===== src/rtl/rank_order_sorter.sv =====
// rank_order_sorter: holds one image and emits pixel indices brightest-first, ties in ascending index order.
// Latency: one pixel compared per SCAN cycle; a hit shows on FOUND_NEXT_INDEX/NEXT_INDEX the cycle after it is found.
// Backpressure: after each hit the scan stalls until AERIN_CTRL_BUSY has risen and then fallen again.
module rank_order_sorter #(
  parameter int IMAGE_SIZE      = 256,
  parameter int IMAGE_SIZE_BITS = $clog2(IMAGE_SIZE),
  parameter int PIXEL_MAX_VALUE = 255,
  parameter int PIXEL_BITS      = $clog2(PIXEL_MAX_VALUE),
  parameter int MIN_VALUE       = 1
) (
  input  logic                       CLK,
  input  logic                       RST,
  input  logic                       IMG_WE,
  input  logic [IMAGE_SIZE_BITS-1:0] IMG_ADDR,
  input  logic [PIXEL_BITS-1:0]      IMG_DATA,
  input  logic                       START,
  input  logic                       AERIN_CTRL_BUSY,
  output logic [9:0]                 NEXT_INDEX,
  output logic                       FOUND_NEXT_INDEX,
  output logic                       SORT_BUSY,
  output logic                       SORT_DONE
);

  // Scan bounds, sized to the registers they are compared against.
  localparam logic [IMAGE_SIZE_BITS-1:0] ADDR_LAST = IMAGE_SIZE_BITS'(IMAGE_SIZE - 1);
  localparam logic [PIXEL_BITS-1:0]      VAL_MAX   = PIXEL_BITS'(PIXEL_MAX_VALUE);
  localparam logic [PIXEL_BITS-1:0]      VAL_MIN   = PIXEL_BITS'(MIN_VALUE);

  typedef enum logic [2:0] {
    IDLE     = 3'd0,
    SCAN     = 3'd1,
    WAIT_ACK = 3'd2,
    WAIT_REL = 3'd3,
    DONE     = 3'd4
  } state_t;

  state_t                     state, state_nxt;
  logic [IMAGE_SIZE_BITS-1:0] addr, addr_nxt;
  logic [PIXEL_BITS-1:0]      val, val_nxt;
  logic [9:0]                 next_index, next_index_nxt;
  logic                       found, found_nxt;

  // Image store; deliberately not reset so an image survives an aborted pass.
  logic [PIXEL_BITS-1:0]      mem [IMAGE_SIZE];
  logic [PIXEL_BITS-1:0]      pixel;

  // Scan-pointer advance: next address, next intensity, or end of pass.
  logic [IMAGE_SIZE_BITS-1:0] adv_addr;
  logic [PIXEL_BITS-1:0]      adv_val;
  logic                       adv_last;

  // Image writes are accepted only while idle so a running pass sees a stable image.
  always_ff @(posedge CLK) begin
    if (IMG_WE && (state == IDLE)) begin
      mem[IMG_ADDR] <= IMG_DATA;
    end
  end

  assign pixel = mem[addr];

  // Advance logic; the last-value check precedes the decrement so val never wraps when MIN_VALUE is 0.
  always_comb begin
    adv_addr = addr;
    adv_val  = val;
    adv_last = 1'b0;
    if (addr < ADDR_LAST) begin
      adv_addr = addr + IMAGE_SIZE_BITS'(1);
    end else if (val > VAL_MIN) begin
      adv_addr = '0;
      adv_val  = val - PIXEL_BITS'(1);
    end else begin
      adv_last = 1'b1;
    end
  end

  // State, scan pointer and output registers.
  always_ff @(posedge CLK) begin
    if (RST) begin
      state      <= IDLE;
      addr       <= '0;
      val        <= '0;
      next_index <= '0;
      found      <= 1'b0;
    end else begin
      state      <= state_nxt;
      addr       <= addr_nxt;
      val        <= val_nxt;
      next_index <= next_index_nxt;
      found      <= found_nxt;
    end
  end

  // Next-state logic: scan, hand one index to the AER controller, wait for its full busy cycle.
  always_comb begin
    state_nxt      = state;
    addr_nxt       = addr;
    val_nxt        = val;
    next_index_nxt = next_index;
    found_nxt      = 1'b0;
    case (state)
      IDLE: begin
        if (START) begin
          addr_nxt  = '0;
          val_nxt   = VAL_MAX;
          state_nxt = SCAN;
        end
      end
      SCAN: begin
        if (pixel == val) begin
          // addr is held here; it moves on only once the transfer completes.
          next_index_nxt = 10'(addr);
          found_nxt      = 1'b1;
          state_nxt      = WAIT_ACK;
        end else begin
          addr_nxt  = adv_addr;
          val_nxt   = adv_val;
          state_nxt = adv_last ? DONE : SCAN;
        end
      end
      WAIT_ACK: begin
        // Busy already high on entry is taken as the controller having accepted the index.
        if (AERIN_CTRL_BUSY) begin
          state_nxt = WAIT_REL;
        end
      end
      WAIT_REL: begin
        if (!AERIN_CTRL_BUSY) begin
          addr_nxt  = adv_addr;
          val_nxt   = adv_val;
          state_nxt = adv_last ? DONE : SCAN;
        end
      end
      DONE: begin
        state_nxt = IDLE;
      end
      default: begin
        state_nxt = IDLE;
      end
    endcase
  end

  assign NEXT_INDEX       = next_index;
  assign FOUND_NEXT_INDEX = found;
  assign SORT_BUSY        = (state != IDLE);
  assign SORT_DONE        = (state == DONE);

endmodule


===== config.mk =====
export PLATFORM = sky130hd
export DESIGN_NAME = rank_order_sorter
export DESIGN_NICKNAME = d
export VERILOG_FILES = /design/src/rtl/rank_order_sorter.sv
export SDC_FILE = /design/constraint.sdc
export NUM_CORES = 2
export LEC_CHECK = 0
export ABC_CLOCK_PERIOD_IN_PS = 4750
export CORE_MARGIN = 8
export CORE_UTILIZATION = 60
export CTS_BUF_LIST = sky130_fd_sc_hd__clkbuf_8
export CTS_CLUSTER_SIZE = 30
export DETAILED_ROUTE_END_ITERATION = 7
export HOLD_SLACK_MARGIN = 0.05
export PLACE_DENSITY = 0.82
export SETUP_SLACK_MARGIN = 0.3
export SYNTH_ARGS = -nofsm -noshare
export SYNTH_HDL_FRONTEND = slang
export SYNTH_SLANG_ARGS = --single-unit

===== constraint.sdc =====
create_clock -name CLK -period 4.75 [get_ports CLK]
set_clock_uncertainty 0.2 [all_clocks]
set_input_delay 1.425 -clock CLK [delete_from_list [all_inputs] [get_ports CLK]]
set_output_delay 1.425 -clock CLK [all_outputs]
set_load 0.01 [all_outputs]

==> flow_metrics.py <==
metrics = {
    "synth": {
        "synth_enable_flop_cells": 2048,
        "synth_simple_gate_area_share_pct": 3.475,
        "ys_warn_count": 0,
        "synth_cell_types": 90,
        "synth_fa_ha_area_share_pct": 0.04581,
        "synth.yosys.seq_area_share_pct": 75.93,
        "async_reset_ff_share_pct": 0,
        "postSynthRegisterBits": 2084,
        "complex_gate_fraction_of_the_synthesized_area_pct": 3.174,
        "synth.mux.area_fraction_pct": 15.17,
        "post_synth_inst_count": 4015,
        "yosys_most_used_dff": "edfxtp_1",
        "netlist_area_um2": 81940,
        "post_synth_xor_area_fraction_pct": 0.05191,
        "synth_top_family_by_area": "multiplexers",
        "avgSynthCellArea_um2": 20.41,
    },
    "placement": {
        "post_placement_worst_setup_slack_ns": -0.3045,
        "gp_congestion": 0.9846,
        "hpwlAfterDp_um": 135700,
        "placed_cell_area_um2": 87130,
        "port_buffers": 31,
    },
    "setup_path": {
        "worst_setup_ep_type": "flip-flop",
        "arrival_ns": 5.33,
        "worst_setup_sp_type": "flip-flop",
        "crit_path_end": "NEXT_INDEX[3]$_SDFFE_PP0P_",
        "reg2reg_slack_ns": 0.06,
        "worstSetupPathType": "flip-flop to flip-flop",
        "required_time_worst_endpoint_ns": 5.40,
        "r2r_end": "NEXT_INDEX[3]$_SDFFE_PP0P_",
        "rr_worst_depth": 16,
        "timing.critical_path.fanout_max": 21,
    },
    "sta": {
        "worst_slew_pin_slew_ns": 0.9913,
        "relSlewSlack_pct": 33.67,
        "final.setup.tns_ns": 0,
        "min_clock_period_post_route_ns": 4.686,
        "setup_slack_ns": 0.06421,
        "setup_viol": 0,
        "setup_repair_after_global_routing_missed_its_margin": "yes",
        "maxSlewViolCount": 0,
        "hold_ws_ns": 0.3329,
        "hold_viol_final": 0,
        "fmaxAchievable_mhz": 213.4,
        "timing.final.crit_share_pct": 98.65,
    },
    "floorplanning": {
        "io_pins": 34,
        "fp.dieArea_um2": 148700,
        "core-area_um2": 135500,
        "start_util_pct": 60.49,
        "die_height_um": 385.6,
        "core.rowCount": 135,
        "die_x_um": 385.6,
    },
    "final_layout": {
        "fin_area_um2": 94070,
        "post_route_cells_drive_above_1_share_pct": 29.60,
        "final_net_count": 4715,
        "area_delta_synth_final_pct": 14.79,
        "fillers": 7509,
    },
    "flow_run": {
        "max_cap_violations": 0,
    },
    "global_routing": {
        "first_pass_grt_wire_length_um": 318000,
        "grt_start_max_net_pins": 149,
        "first_global_vias": 45810,
        "grt.overflow.total": 0,
        "antenna_found_initial": 13,
        "track_usage_pct": 29.82,
    },
    "clock_network": {
        "cts-htree-levels": 5,
        "worstSkewPairLatency_ns": 1.00,
        "max-clock-path-buffers": 4,
        "cts_hold_buffers": 0,
        "tritoncts_num_sinks": 2084,
        "cts_buffers": 318,
        "cts.reportedPaths.clkPinSlew_ns": 0.07,
        "root_buffer": "clkbuf_8",
        "tritoncts": "yes",
    },
    "outcome": {
        "failed_checks": "design-rule violations",
        "run_status": "complete, but fails checks",
    },
    "routing": {
        "residual_drc": 1,
        "dr_total_vias": 46180,
        "drt_pre_antenna_iters": 8,
        "average_detailed_routed_wire_length_per_instance_um": 33.82,
        "final_antenna_net_count": 0,
        "vias_per_cell": 6.898,
        "wl_um": 226400,
        "detail_route.iter0.violations": 7778,
    },
    "power_and_ir_drop": {
        "fin_total_pwr_mw": 35.05,
        "power_density_nw_per_um2": 372.6,
        "power.leakage_nw": 29.76,
        "irDropWorstVdd_v": 0.0003121,
    },
    "worst_hold_path": {
        "holdCritPathClass": "flip-flop to flip-flop",
        "worstHoldStart": "NEXT_INDEX[2]$_SDFFE_PP0P_",
    },
}
-- registers in the layout, indices dropped and copies added (netlist names), named ones only --
signal            flops
addr                  8
val                   8
mem                2048
NEXT_INDEX            8
state                 3
FOUND_NEXT_INDEX      1
-- Yosys cell counts (9+ instances only) --
master    number  share of area, %
edfxtp_1    2048                75
mux4_2       418                11
nor2_1       306               1.4
mux2i_1      278               3.4
a22oi_1      143               1.3
nand2_1       88              0.40
nand3_1       69              0.42
clkbuf_1      67              0.31
buf_6         50              0.69
buf_2         49              0.30
a21oi_1       48              0.29
dfxtp_1       36              0.88
buf_4         35              0.32
a31oi_1       23              0.18
nor2b_1       23              0.18
nand4_1       21              0.16
nor3_1        19              0.12
a221oi_1      16              0.17
buf_8         16              0.29
o21ai_0       15             0.092
o22ai_1       15              0.11
nor4_1        14              0.11
a22o_1        13              0.14
inv_1         12             0.055
buf_1         10             0.046
nand2b_1      10             0.076
and2_1         9             0.069
o211ai_1       9             0.082
or3_1          9             0.069
-- per-layer routing --
| layer | routed length, um | global-route usage (%) | vias up | part of all wire (%) |
|---|---|---|---|---|
| met5 | 37 | 0 | - | 0.016 |
| met4 | 13590 | 14.63 | 8 | 6.0 |
| met3 | 35820 | 10.27 | 860 | 16 |
| met2 | 102300 | 44.62 | 4270 | 45 |
| met1 | 74700 | 39.51 | 23040 | 33 |
| li1 | - | - | 18010 | - |
-- cell usage in the layout (no fill, tap or decap), types with 13 or more instances in the layout --
cell type           n
mux2i_1           271
o21ai_0            14
buf_4             471
a21oi_1            45
clkdlybuf4s50_1    23
buf_12             46
a22o_1             13
inv_1              94
a22oi_1           137
clkinv_2           23
edfxtp_1         2048
nor2_1            304
mux4_2            418
nor2b_1            20
nand2_1            88
clkbuf_8          338
nand3_1            68
nor3_1             19
a31oi_1            23
clkinv_1           87
dfxtp_1            29
nand4_1            21
buf_6              16
-- through the flow --
stage / utilization [%] / std cells
global route: 69.42 / 6688
detailed placement: 64.32 / 6084
CTS: 69.17 / 6672
global placement: 64.32 / 6084
finish: 69.44 / 6695
floorplan: - / 4016
-- layout make-up --
type                            instances  area (um^2)  area share [%]
Sequential cell                      2084        62240           66.17
Clock buffer                          333         4583           4.872
Clock inverter                        201        863.3          0.9178
Antenna cell                            9        22.52         0.02394
Multi-Input combinational cell       1685        18360           19.52
Tap cell                             1781         2228           2.369
Inverter                               14        52.55         0.05587
Timing Repair Buffer                  588         5714           6.075
-- critical path, cell delays in order, from the launching register on --
cell,delay [ns]
dfxtp_4,0.49
buf_12,0.22
buf_8,0.25
mux4_2,0.28
mux4_2,0.31
o22ai_4,0.12
o211ai_1,0.69
o41ai_4,0.25
o31a_1,0.37
a211oi_4,0.25
nand4_4,0.14
buf_6,0.16
buf_6,0.12
nor3_4,0.20
buf_12,0.17
mux2i_1,0.20
nor2_1,0.06
-- how the worst min path moves through the flow --
stage	to	cells past startpoint
6_report	NEXT_INDEX[2]$_SDFFE_PP0P_	2
5_1_grt	NEXT_INDEX[1]$_SDFFE_PP0P_	2
4_1_cts	NEXT_INDEX[2]$_SDFFE_PP0P_	2
3_5_place_dp	NEXT_INDEX[2]$_SDFFE_PP0P_	2
3_3_place_gp	state[1]$_SDFFE_PP0P_	2
2_1_floorplan	flip-flop	2
-- logic make-up (layout without fill, tap and decap cells) --
group                    Yosys count  in the layout
flip-flops                      2084           2084
multiplexers                     709            709
AND/OR/NAND/NOR                  614            614
AO/OA/AOI/OAI                    353            353
buffers and inverters            247           1136
XOR/XNOR                           4              4
adder cells (fa/ha/maj)            3              3
other                              1             11
-- report_power, final --
group	leakage, nW	switching (mW)	internal (mW)
combinational	7.97	0.956	0.620
sequential	18.7	0.0278	20.2
clock	3.09	6.69	6.54
total	29.8	7.68	27.4
-- what timing repair did --
item / 4_1_cts / 5_1_grt
resized for setup: 61 / 35
endpoints found under the setup margin: 37 / 36
endpoints found under the hold margin: 0 / 0
buffers inserted: 42 / 11
gates cloned: 12 / 3
pin swaps: 14 / 14
(Power assumes the default switching activity.)
